==> src/rtl/fighter_pkg.sv <==
// rtl/fighter_pkg.sv - shared command encodings, state enum and decode helpers
//
// Purpose: one-hot command constants {MOVE_OUT,MOVE_IN,WAIT,JUMP,KICK,PUNCH},
//          the player state enum and command decode functions used by the
//          player core and the hit resolver.
// Ports:   none (package).

package fighter_pkg;

   localparam logic [5:0] CMD_IDLE     = 6'b000000;
   localparam logic [5:0] CMD_PUNCH    = 6'b000001;
   localparam logic [5:0] CMD_KICK     = 6'b000010;
   localparam logic [5:0] CMD_JUMP     = 6'b000100;
   localparam logic [5:0] CMD_WAIT     = 6'b001000;
   localparam logic [5:0] CMD_MOVE_IN  = 6'b010000;
   localparam logic [5:0] CMD_MOVE_OUT = 6'b100000;

   typedef enum logic [1:0] {
      ALIVE   = 2'd0,
      STUNNED = 2'd1,
      KO      = 2'd2
   } state_t;

   function automatic logic is_onehot6(input logic [5:0] cmd);
      return ($countones(cmd) == 1);
   endfunction

   // Anything that is not exactly one command bit collapses to IDLE.
   function automatic logic [5:0] decode_cmd(input logic [5:0] cmd);
      return is_onehot6(cmd) ? cmd : CMD_IDLE;
   endfunction

endpackage

==> src/rtl/fighter_if.sv <==
// rtl/fighter_if.sv - command/status bundle between arena logic and one player core
//
// Purpose: groups the per-player command inputs and status outputs.
// Ports (master = arena side, slave = player core):
//   own_cmd, opp_cmd  6         one-hot commands (master -> slave)
//   opp_loc           LOC_W     opponent location (master -> slave)
//   opp_ko            1         opponent knocked out (master -> slave)
//   loc_out           LOC_W     player location (slave -> master)
//   health_out        HEALTH_W  player health (slave -> master)
//   ko, stunned       1         player state flags (slave -> master)
//   hit_pulse         1         one-cycle damage pulse (slave -> master)

interface fighter_if #(
   parameter int LOC_W    = 2,
   parameter int HEALTH_W = 3
);
   logic [5:0]          own_cmd;
   logic [5:0]          opp_cmd;
   logic [LOC_W-1:0]    opp_loc;
   logic                opp_ko;
   logic [LOC_W-1:0]    loc_out;
   logic [HEALTH_W-1:0] health_out;
   logic                ko;
   logic                stunned;
   logic                hit_pulse;

   modport master (
      output own_cmd, opp_cmd, opp_loc, opp_ko,
      input  loc_out, health_out, ko, stunned, hit_pulse
   );

   modport slave (
      input  own_cmd, opp_cmd, opp_loc, opp_ko,
      output loc_out, health_out, ko, stunned, hit_pulse
   );
endinterface

==> src/rtl/fighter_hit_resolver.sv <==
// rtl/fighter_hit_resolver.sv - combinational resolution of one exchange of blows
//
// Purpose: given decoded own/opponent commands and the gap between players,
//          produce the damage taken and whether the player is pushed back.
// Ports:
//   own_cmd   in   6         decoded own command (IDLE if stunned/invalid)
//   opp_cmd   in   6         decoded opponent command
//   gap       in   GAP_W     own loc + opponent loc
//   dmg       out  HEALTH_W  damage taken this cycle
//   pushback  out  1         player is pushed one step toward the wall

module fighter_hit_resolver
   import fighter_pkg::*;
#(
   parameter int GAP_W     = 3,
   parameter int HEALTH_W  = 3,
   parameter int PUNCH_DMG = 2,
   parameter int KICK_DMG  = 1
) (
   input  logic [5:0]          own_cmd,
   input  logic [5:0]          opp_cmd,
   input  logic [GAP_W-1:0]    gap,
   output logic [HEALTH_W-1:0] dmg,
   output logic                pushback
);

   always_comb begin
      dmg      = '0;
      pushback = 1'b0;
      // A jumping player is immune to everything.
      if (own_cmd != CMD_JUMP) begin
         if (gap == '0) begin
            if (opp_cmd == CMD_PUNCH) begin
               if (own_cmd == CMD_PUNCH) pushback = 1'b1;
               else                      dmg      = HEALTH_W'(PUNCH_DMG);
            end else if (opp_cmd == CMD_KICK) begin
               // A punch at point-blank range beats a kick outright.
               if (own_cmd == CMD_KICK)       pushback = 1'b1;
               else if (own_cmd != CMD_PUNCH) dmg      = HEALTH_W'(KICK_DMG);
            end
         end else if (gap == GAP_W'(1)) begin
            // Only kicks reach one step away.
            if (opp_cmd == CMD_KICK) begin
               if (own_cmd == CMD_KICK) pushback = 1'b1;
               else                     dmg      = HEALTH_W'(KICK_DMG);
            end
         end
      end
   end

endmodule

==> src/rtl/fighter_player_core.sv <==
// rtl/fighter_player_core.sv - per-player state engine (location, health, stun, KO)
//
// Purpose: each cycle resolves own command against the opponent's command and
//          the gap between them; updates location, saturating health with
//          regeneration, stun lockout, KO and a one-cycle hit pulse.
// Ports:
//   clk    in  1  clock, rising edge
//   rst_n  in  1  asynchronous active-low reset
//   bus    fighter_if.slave: own_cmd, opp_cmd, opp_loc, opp_ko in;
//                            loc_out, health_out, ko, stunned, hit_pulse out

module fighter_player_core
   import fighter_pkg::*;
#(
   parameter int ARENA_LEN   = 3,
   parameter int LOC_W       = 2,
   parameter int HEALTH_W    = 3,
   parameter int MAX_HEALTH  = 7,
   parameter int INIT_HEALTH = 3,
   parameter int PUNCH_DMG   = 2,
   parameter int KICK_DMG    = 1,
   parameter int REGEN_WAIT  = 2,
   parameter int STUN_CYCLES = 2
) (
   input  logic     clk,
   input  logic     rst_n,
   fighter_if.slave bus
);

   localparam int WAIT_W = $clog2(REGEN_WAIT + 1);
   localparam int STUN_W = (STUN_CYCLES > 0) ? $clog2(STUN_CYCLES + 1) : 1;
   localparam logic [LOC_W-1:0]  LOC_MAX = LOC_W'(ARENA_LEN - 1);
   localparam logic [HEALTH_W:0] MAX_H   = (HEALTH_W + 1)'(MAX_HEALTH);

   state_t              state, state_d;
   logic [LOC_W-1:0]    loc, loc_d;
   logic [HEALTH_W-1:0] health, health_d;
   logic [WAIT_W-1:0]   wait_cnt, wait_d;
   logic [STUN_W-1:0]   stun_cnt, stun_d;
   logic                hit_q, hit_d;

   logic                frozen;
   logic [5:0]          own_eff, opp_eff;
   logic [LOC_W:0]      gap;
   logic [HEALTH_W-1:0] dmg;
   logic                pushback;
   logic                regen;
   logic [WAIT_W-1:0]   wait_calc;
   logic [HEALTH_W:0]   health_sum, health_calc;
   logic [LOC_W-1:0]    loc_calc;
   logic [STUN_W-1:0]   stun_dec;

   assign frozen  = (state == KO) || bus.opp_ko;
   assign opp_eff = decode_cmd(bus.opp_cmd);
   assign own_eff = (state == STUNNED) ? CMD_IDLE : decode_cmd(bus.own_cmd);
   assign gap     = {1'b0, loc} + {1'b0, bus.opp_loc};

   fighter_hit_resolver #(
      .GAP_W     (LOC_W + 1),
      .HEALTH_W  (HEALTH_W),
      .PUNCH_DMG (PUNCH_DMG),
      .KICK_DMG  (KICK_DMG)
   ) u_resolver (
      .own_cmd  (own_eff),
      .opp_cmd  (opp_eff),
      .gap      (gap),
      .dmg      (dmg),
      .pushback (pushback)
   );

   always_ff @(posedge clk or negedge rst_n) begin
      if (!rst_n) begin
         state    <= ALIVE;
         loc      <= LOC_MAX;
         health   <= HEALTH_W'(INIT_HEALTH);
         wait_cnt <= '0;
         stun_cnt <= '0;
         hit_q    <= 1'b0;
      end else begin
         state    <= state_d;
         loc      <= loc_d;
         health   <= health_d;
         wait_cnt <= wait_d;
         stun_cnt <= stun_d;
         hit_q    <= hit_d;
      end
   end

   always_comb begin
      state_d  = state;
      loc_d    = loc;
      health_d = health;
      wait_d   = wait_cnt;
      stun_d   = stun_cnt;
      hit_d    = 1'b0;

      // Regen: damage in the same cycle cancels the wait streak, so regen
      // and damage never combine.
      regen     = 1'b0;
      wait_calc = '0;
      if ((dmg == '0) && (own_eff == CMD_WAIT)) begin
         if (wait_cnt == WAIT_W'(REGEN_WAIT - 1)) regen     = 1'b1;
         else                                     wait_calc = wait_cnt + WAIT_W'(1);
      end

      // One extra bit so neither the increment nor the subtraction can wrap.
      health_sum = {1'b0, health} + (HEALTH_W + 1)'(regen);
      if ({1'b0, dmg} >= health_sum) health_calc = '0;
      else                           health_calc = health_sum - {1'b0, dmg};
      if (health_calc > MAX_H) health_calc = MAX_H;

      // Pushback takes priority over the player's own movement.
      loc_calc = loc;
      if (pushback) begin
         if (loc < LOC_MAX) loc_calc = loc + LOC_W'(1);
      end else if (own_eff == CMD_MOVE_OUT) begin
         if (loc < LOC_MAX) loc_calc = loc + LOC_W'(1);
      end else if (own_eff == CMD_MOVE_IN) begin
         if (loc > '0) loc_calc = loc - LOC_W'(1);
      end

      stun_dec = stun_cnt - STUN_W'(1);

      if (!frozen) begin
         loc_d    = loc_calc;
         health_d = health_calc[HEALTH_W-1:0];
         wait_d   = wait_calc;
         hit_d    = (dmg != '0) && (health_calc != '0);
         if (health_calc == '0) begin
            state_d = KO;
            stun_d  = '0;
         end else if ((dmg != '0) && (STUN_CYCLES > 0)) begin
            state_d = STUNNED;
            stun_d  = STUN_W'(STUN_CYCLES);
         end else if (state == STUNNED) begin
            stun_d = stun_dec;
            if (stun_dec == '0) state_d = ALIVE;
         end
      end
   end

   assign bus.loc_out    = loc;
   assign bus.health_out = health;
   assign bus.ko         = (state == KO);
   assign bus.stunned    = (state == STUNNED);
   assign bus.hit_pulse  = hit_q;

endmodule

==> src/flat_wrapper.sv <==
// flat-port wrapper written by rule: the top's interface ports become plain ports
module fighter_player_core_flat import fighter_pkg::*;
#(
   parameter int ARENA_LEN   = 3,
   parameter int LOC_W       = 2,
   parameter int HEALTH_W    = 3,
   parameter int MAX_HEALTH  = 7,
   parameter int INIT_HEALTH = 3,
   parameter int PUNCH_DMG   = 2,
   parameter int KICK_DMG    = 1,
   parameter int REGEN_WAIT  = 2,
   parameter int STUN_CYCLES = 2
)
  (clk, rst_n, bus_own_cmd, bus_opp_cmd, bus_opp_loc, bus_opp_ko, bus_loc_out, bus_health_out, bus_ko, bus_stunned, bus_hit_pulse);
  fighter_if #(.LOC_W(LOC_W), .HEALTH_W(HEALTH_W)) bus_i ();
  input  logic clk;
  input  logic rst_n;
  input wire logic [$bits(bus_i.own_cmd)-1:0] bus_own_cmd;
  input wire logic [$bits(bus_i.opp_cmd)-1:0] bus_opp_cmd;
  input wire logic [$bits(bus_i.opp_loc)-1:0] bus_opp_loc;
  input wire logic [$bits(bus_i.opp_ko)-1:0] bus_opp_ko;
  output wire logic [$bits(bus_i.loc_out)-1:0] bus_loc_out;
  output wire logic [$bits(bus_i.health_out)-1:0] bus_health_out;
  output wire logic [$bits(bus_i.ko)-1:0] bus_ko;
  output wire logic [$bits(bus_i.stunned)-1:0] bus_stunned;
  output wire logic [$bits(bus_i.hit_pulse)-1:0] bus_hit_pulse;
  assign bus_i.own_cmd = bus_own_cmd;
  assign bus_i.opp_cmd = bus_opp_cmd;
  assign bus_i.opp_loc = bus_opp_loc;
  assign bus_i.opp_ko = bus_opp_ko;
  assign bus_loc_out = bus_i.loc_out;
  assign bus_health_out = bus_i.health_out;
  assign bus_ko = bus_i.ko;
  assign bus_stunned = bus_i.stunned;
  assign bus_hit_pulse = bus_i.hit_pulse;
  fighter_player_core #(.ARENA_LEN(ARENA_LEN), .LOC_W(LOC_W), .HEALTH_W(HEALTH_W), .MAX_HEALTH(MAX_HEALTH), .INIT_HEALTH(INIT_HEALTH), .PUNCH_DMG(PUNCH_DMG), .KICK_DMG(KICK_DMG), .REGEN_WAIT(REGEN_WAIT), .STUN_CYCLES(STUN_CYCLES)) u_core (.clk(clk), .rst_n(rst_n), .bus(bus_i));
endmodule
==> config.mk <==
export PLATFORM = sky130hd
export DESIGN_NAME = fighter_player_core_flat
export DESIGN_NICKNAME = d
export VERILOG_FILES = /design/src/rtl/fighter_pkg.sv /design/src/rtl/fighter_if.sv /design/src/rtl/fighter_hit_resolver.sv /design/src/rtl/fighter_player_core.sv /design/src/flat_wrapper.sv
export SDC_FILE = /design/constraint.sdc
export NUM_CORES = 1
export LEC_CHECK = 0
export ABC_AREA = 1
export CAP_MARGIN = 20
export CORE_ASPECT_RATIO = 0.7
export CORE_MARGIN = 3
export CORE_UTILIZATION = 48
export DETAILED_ROUTE_END_ITERATION = 12
export HOLD_SLACK_MARGIN = 0.12
export PLACE_DENSITY_LB_ADDON = 0.05
export SLEW_MARGIN = 30
export SYNTH_ARGS = -nofsm -noshare
export SYNTH_HDL_FRONTEND = slang
export SYNTH_SLANG_ARGS = --single-unit
==> constraint.sdc <==
create_clock -name clk -period 3.67 [get_ports clk]
set_input_delay 0.367 -clock clk [delete_from_list [all_inputs] [get_ports clk]]
set_output_delay 0.367 -clock clk [all_outputs]
set_load 0.05 [all_outputs]
==> flow_metrics.py, run 1 <==
metrics = {
    "run_status": {
        "lastStage": "global routing",
        "status": "did not finish",
        "stop_error": "[ERROR DPL-0038] Utilization greater than 100%, impossible to legalize",
    },
    "synth": {
        "synthXorXnorAreaFrac_pct": 1.17,
        "yosys.area.top_type": "dfrtp_1",
        "synthMuxAreaShare_pct": 0,
        "synth_cell_types": 30,
        "yosys.area_share.adder_pct": 22.1,
        "syn_area_per_cell_um2": 7.40,
        "synthTopCellsByArea": "dfrtp_1, ha_1, nand2_1",
        "syn_area_um2": 1390,
        "synth_top_area_share_pct": 16.2,
        "synth_top_family_by_area": "simple AND/OR/NAND/NOR gates",
        "synth-simple-area-share_pct": 38.8,
        "synth_compound_area_share_pct": 6.21,
        "synthCells": 188,
        "synth.ff_latch_count": 12,
        "synth_warnings": 0,
        "synth.net_count": 226,
        "synth_seq_area_share_pct": 21.9,
    },
    "placed_design": {
        "dp_hpwl_um": 2970,
        "io_buffers": 24,
        "dp_cells": 277,
        "gp_congestion": 0.850,
        "place_ws_ps": -1250,
        "place_area_um2": 2040,
    },
    "timing": {
        "worstEndpointGrtRepair": "u_core.state[0]$_DFFE_PN0P_/D",
        "worst_endpoint_kind": "register input",
    },
    "cts": {
        "h-tree-depth": 1,
        "clock-sinks": 12,
        "numCtsBuffers": 3,
        "root_buffer": "clkbuf_8",
        "cts_buffer_depth": 2,
    },
    "global_route": {
        "grt_max_degree": 15,
    },
    "floorplan": {
        "die_h_um": 51.0,
        "num_rows": 15,
        "ios": 25,
        "die_w_um": 70.4,
        "start_util_pct": 53.3,
    },
}
kinds of logic after synthesis:
logic type	Yosys count
buf+inv	36
fa+ha+maj	21
flops	12
compound gates	14
simple gates	104
xor+xnor	1
metrics by stage:
| step | utilization, % | setup TNS [ps] | hold slack (ps) |
|---|---|---|---|
| after floorplan | - | -1950 | 71.4 |
| after global placement | 78.1 | -7380 | 470 |
| after detailed placement | 78.1 | -8650 | 493 |
| after CTS | 95.1 | -4060 | 510 |
synthesized netlist by cell type, drive strengths merged:
library cell  number
a21oi              4
nand3             18
o21ai              5
nand3b             4
a31oi              3
fa                 6
buf                1
dfrtp              9
xnor2              1
ha                15
a21boi             1
nand4              1
dfstp              3
nor3               4
and2               2
inv               35
o21bai             1
nor2              28
nand2             46
nor4               1
repair_timing:
item	CTS
cloned	1
endpoints found under the setup margin	8
pin swaps	57
resized for setup	73
buffers inserted	37
hold buffers	0
==> run 2, diff against run 1 <==
--- a/config.mk
+++ b/config.mk
@@ -7,12 +7,10 @@
 export LEC_CHECK = 0
 export ABC_AREA = 1
 export CAP_MARGIN = 20
-export CORE_ASPECT_RATIO = 0.7
-export CORE_MARGIN = 3
-export CORE_UTILIZATION = 48
+export CORE_AREA = 3 3 64 66
 export DETAILED_ROUTE_END_ITERATION = 12
-export HOLD_SLACK_MARGIN = 0.12
-export PLACE_DENSITY_LB_ADDON = 0.05
+export DIE_AREA = 0 0 67 69
+export PLACE_DENSITY_LB_ADDON = 0.15
 export SLEW_MARGIN = 30
 export SYNTH_ARGS = -nofsm -noshare
 export SYNTH_HDL_FRONTEND = slang
==> constraint.sdc (replaced) <==
create_clock -name clk -period 4.77 [get_ports clk]
set_input_delay 0.477 -clock clk [delete_from_list [all_inputs] [get_ports clk]]
set_output_delay 0.477 -clock clk [all_outputs]
set_load 0.05 [all_outputs]
==> run 2 against run 1 <==
The run now ends clean. Synthesized cell count stayed put. Area after synthesis did not move.
==> flow_metrics.py, run 2 <==
metrics = {
    "run_status": {
        "status": "finished clean",
    },
    "synth": {
        "synth_edf_count": 0,
        "synthTopCellsByArea": "dfrtp_1, ha_1, nand2_1",
        "syn_area_um2": 1390,
        "syn_area_per_cell_um2": 7.40,
        "synth_warnings": 0,
        "synth.ff_latch_count": 12,
        "synth_top_area_share_pct": 16.2,
        "synth_seq_area_share_pct": 21.9,
        "synth_cell_types": 30,
        "yosys.area.top_type": "dfrtp_1",
        "synthArstFlopShare_pct": 100,
        "synth-main-ff-cell": "dfrtp_1",
        "netlist_top_cells_count": "nand2_1, inv_1, nor2_1",
        "synthCells": 188,
        "synth.net_count": 226,
        "synth_most_common_cell": "nand2_1",
    },
    "critical_path": {
        "crit_path_frequent_cell": "nand2_1",
        "path_class": "in2reg",
        "crit_path_end_kind": "flip-flop",
        "required_ps": 4930,
        "cpPeakStageDelay_ps": 440,
        "path_max_fanout": 4,
        "cp-start-kind": "primary input",
        "arrival_ps": 4580,
        "cpMaxStageDelayCell": "fa_1",
    },
    "cts": {
        "hold_buffers": 0,
        "cts_tree": "built",
        "clock-sinks": 12,
        "numCtsBuffers": 3,
        "cts_buffer_depth": 2,
        "root_buffer": "clkbuf_8",
        "h-tree-depth": 1,
        "path_clk_slew_ps": 50,
        "clock_latency_ps": 240,
    },
    "placed_design": {
        "dp_cells": 279,
        "gp_congestion": 0.763,
        "dp_hpwl_um": 2600,
        "place_ws_ps": -378,
        "place_area_um2": 1840,
        "io_buffers": 24,
    },
    "timing": {
        "final_hold_viol_count": 0,
        "tightest_slew_ps": 625,
        "drv_slew": 0,
        "skew_ps": 2.06,
        "fmax_mhz": 227,
        "final.period_utilization_pct": 92.6,
        "layout_setup_ws_ps": 355,
        "hold-worst-slack_ps": 484,
        "finalSetupViolCount": 0,
        "slew_headroom_pct": 58.3,
        "setup_tns_ps": 0,
        "finalCriticalPeriod_ps": 4410,
    },
    "finish": {
        "drive_gt1_share_pct": 39.8,
        "final_common_cell": "nand2_1",
        "stdcell_area_um2": 2130,
        "nFillCells": 349,
        "largest_reg_flops": 3,
        "stdcell_count": 292,
        "layout.nets": 283,
        "multi_input_area_um2": 1100,
        "diodes": 0,
        "syn2layout_area_growth_pct": 53.1,
        "seq_area_um2": 304,
        "mostFrequentLayoutCells": "nand2_1, inv_1, buf_4",
    },
    "floorplan": {
        "ios": 25,
        "die_w_um": 67,
        "start_util_pct": 38.3,
        "dieArea_um2": 4620,
        "die_h_um": 69,
        "num_rows": 22,
        "core_um2": 3630,
    },
    "global_route": {
        "grt_pass1_vias": 1422,
        "grt_pass1_wl_um": 5650,
        "gr-total-overflow": 0,
        "grt_antenna_before_repair": 0,
        "grt_max_degree": 15,
        "grt.total_usage_pct": 14.8,
    },
    "route": {
        "wire_per_inst_um": 11.0,
        "ant_nets": 0,
        "vias": 1400,
        "viasPerCell": 4.79,
        "drtIter0Drc": 54,
        "drt_wl_total_um": 3220,
        "drcViolationCount": 0,
        "drt-pass1-iter-count": 4,
    },
    "run": {
        "cap_violations": 0,
    },
    "power_and_ir_drop": {
        "p_per_area_nw_per_um2": 374,
        "peakVddDrop_v": 0.000201,
        "power.leakage_uw": 0.00113,
    },
    "worst_hold_path": {
        "min_path_type": "reg2reg",
    },
}
-- run 2: cell counts after synthesis --
Identical to the previous run, type by type.
-- run 2: logic make-up after synthesis --
logic type / count (synthesis) / synth area share, %
compound gates: 14 / 6.20
xor+xnor: 1 / 1.17
fa+ha+maj: 21 / 22.1
buf+inv: 36 / 9.80
flops: 12 / 21.9
simple gates: 104 / 38.8
-- run 2: final timing paths --
path / slack, ps / startpoint / cells after the start / end
max reg2reg: 880 / u_core.bus.loc_out[1]$_DFFE_PN1P_ / 27 / u_core.stun_cnt[0]$_DFFE_PN0P_
min: 480 / u_core.bus.loc_out[1]$_DFFE_PN1P_ / 2 / u_core.bus.loc_out[1]$_DFFE_PN1P_
max: 360 / bus_opp_cmd[4] / 31 / u_core.stun_cnt[0]$_DFFE_PN0P_
min reg2reg: 480 / u_core.bus.loc_out[1]$_DFFE_PN1P_ / 2 / u_core.bus.loc_out[1]$_DFFE_PN1P_
min in group asynchronous: 590 / rst_n / 1 / u_core.bus.health_out[2]$_DFFE_PN0N_
max in group asynchronous: 3800 / rst_n / 1 / u_core.bus.loc_out[1]$_DFFE_PN1P_
-- run 2: per-layer routing --
| layer | global-route usage, % | wire [um] | vias up |
|---|---|---|---|
| met5 | 0 | 0 | - |
| met4 | 1.35 | 7 | 0 |
| met3 | 3.42 | 88 | 2 |
| met2 | 26.5 | 1690 | 22 |
| met1 | 18.3 | 1440 | 666 |
| li1 | - | - | 710 |
-- run 2: per-stage QoR --
stage / total power (uW) / utilization (%)
after floorplan: 489 / -
after global placement: 608 / 50.6
after detailed placement: 624 / 50.6
after CTS: 760 / 53.7
after global routing: 870 / 58.6
final: 797 / 58.6
-- run 2: worst max-delay path, delay by kind of cell --
family                   cells  cell delay [ps]
AND/OR/NAND/NOR             19             1570
adder cells (fa/ha/maj)      6             1810
buffers and inverters        5              660
AO/OA/AOI/OAI                1               80
-- run 2: area by class of cell --
type | instances | share of cell area (%)
multi-input cells | 141 | 51.8
repair buffers | 52 | 22.3
flip-flops and latches | 12 | 14.3
inverters | 35 | 6.17
well taps | 48 | 2.82
clock buffers | 4 | 2.59
-- run 2: report_power, final --
part	internal, uW	total, uW	leakage (uW)	switching, uW
Combinational	207	507	0.000956	300
Sequential	143	178	0.000144	34.7
Clock	73.0	112	0.0000288	38.6
-- run 2: timing repair --
item	CTS	global route
buffers inserted	2	6
cloned	1	0
resized for setup	10	37
pin swaps	4	25
endpoints found under the setup margin	5	6
No activity file was read; power rests on OpenSTA's default activity.
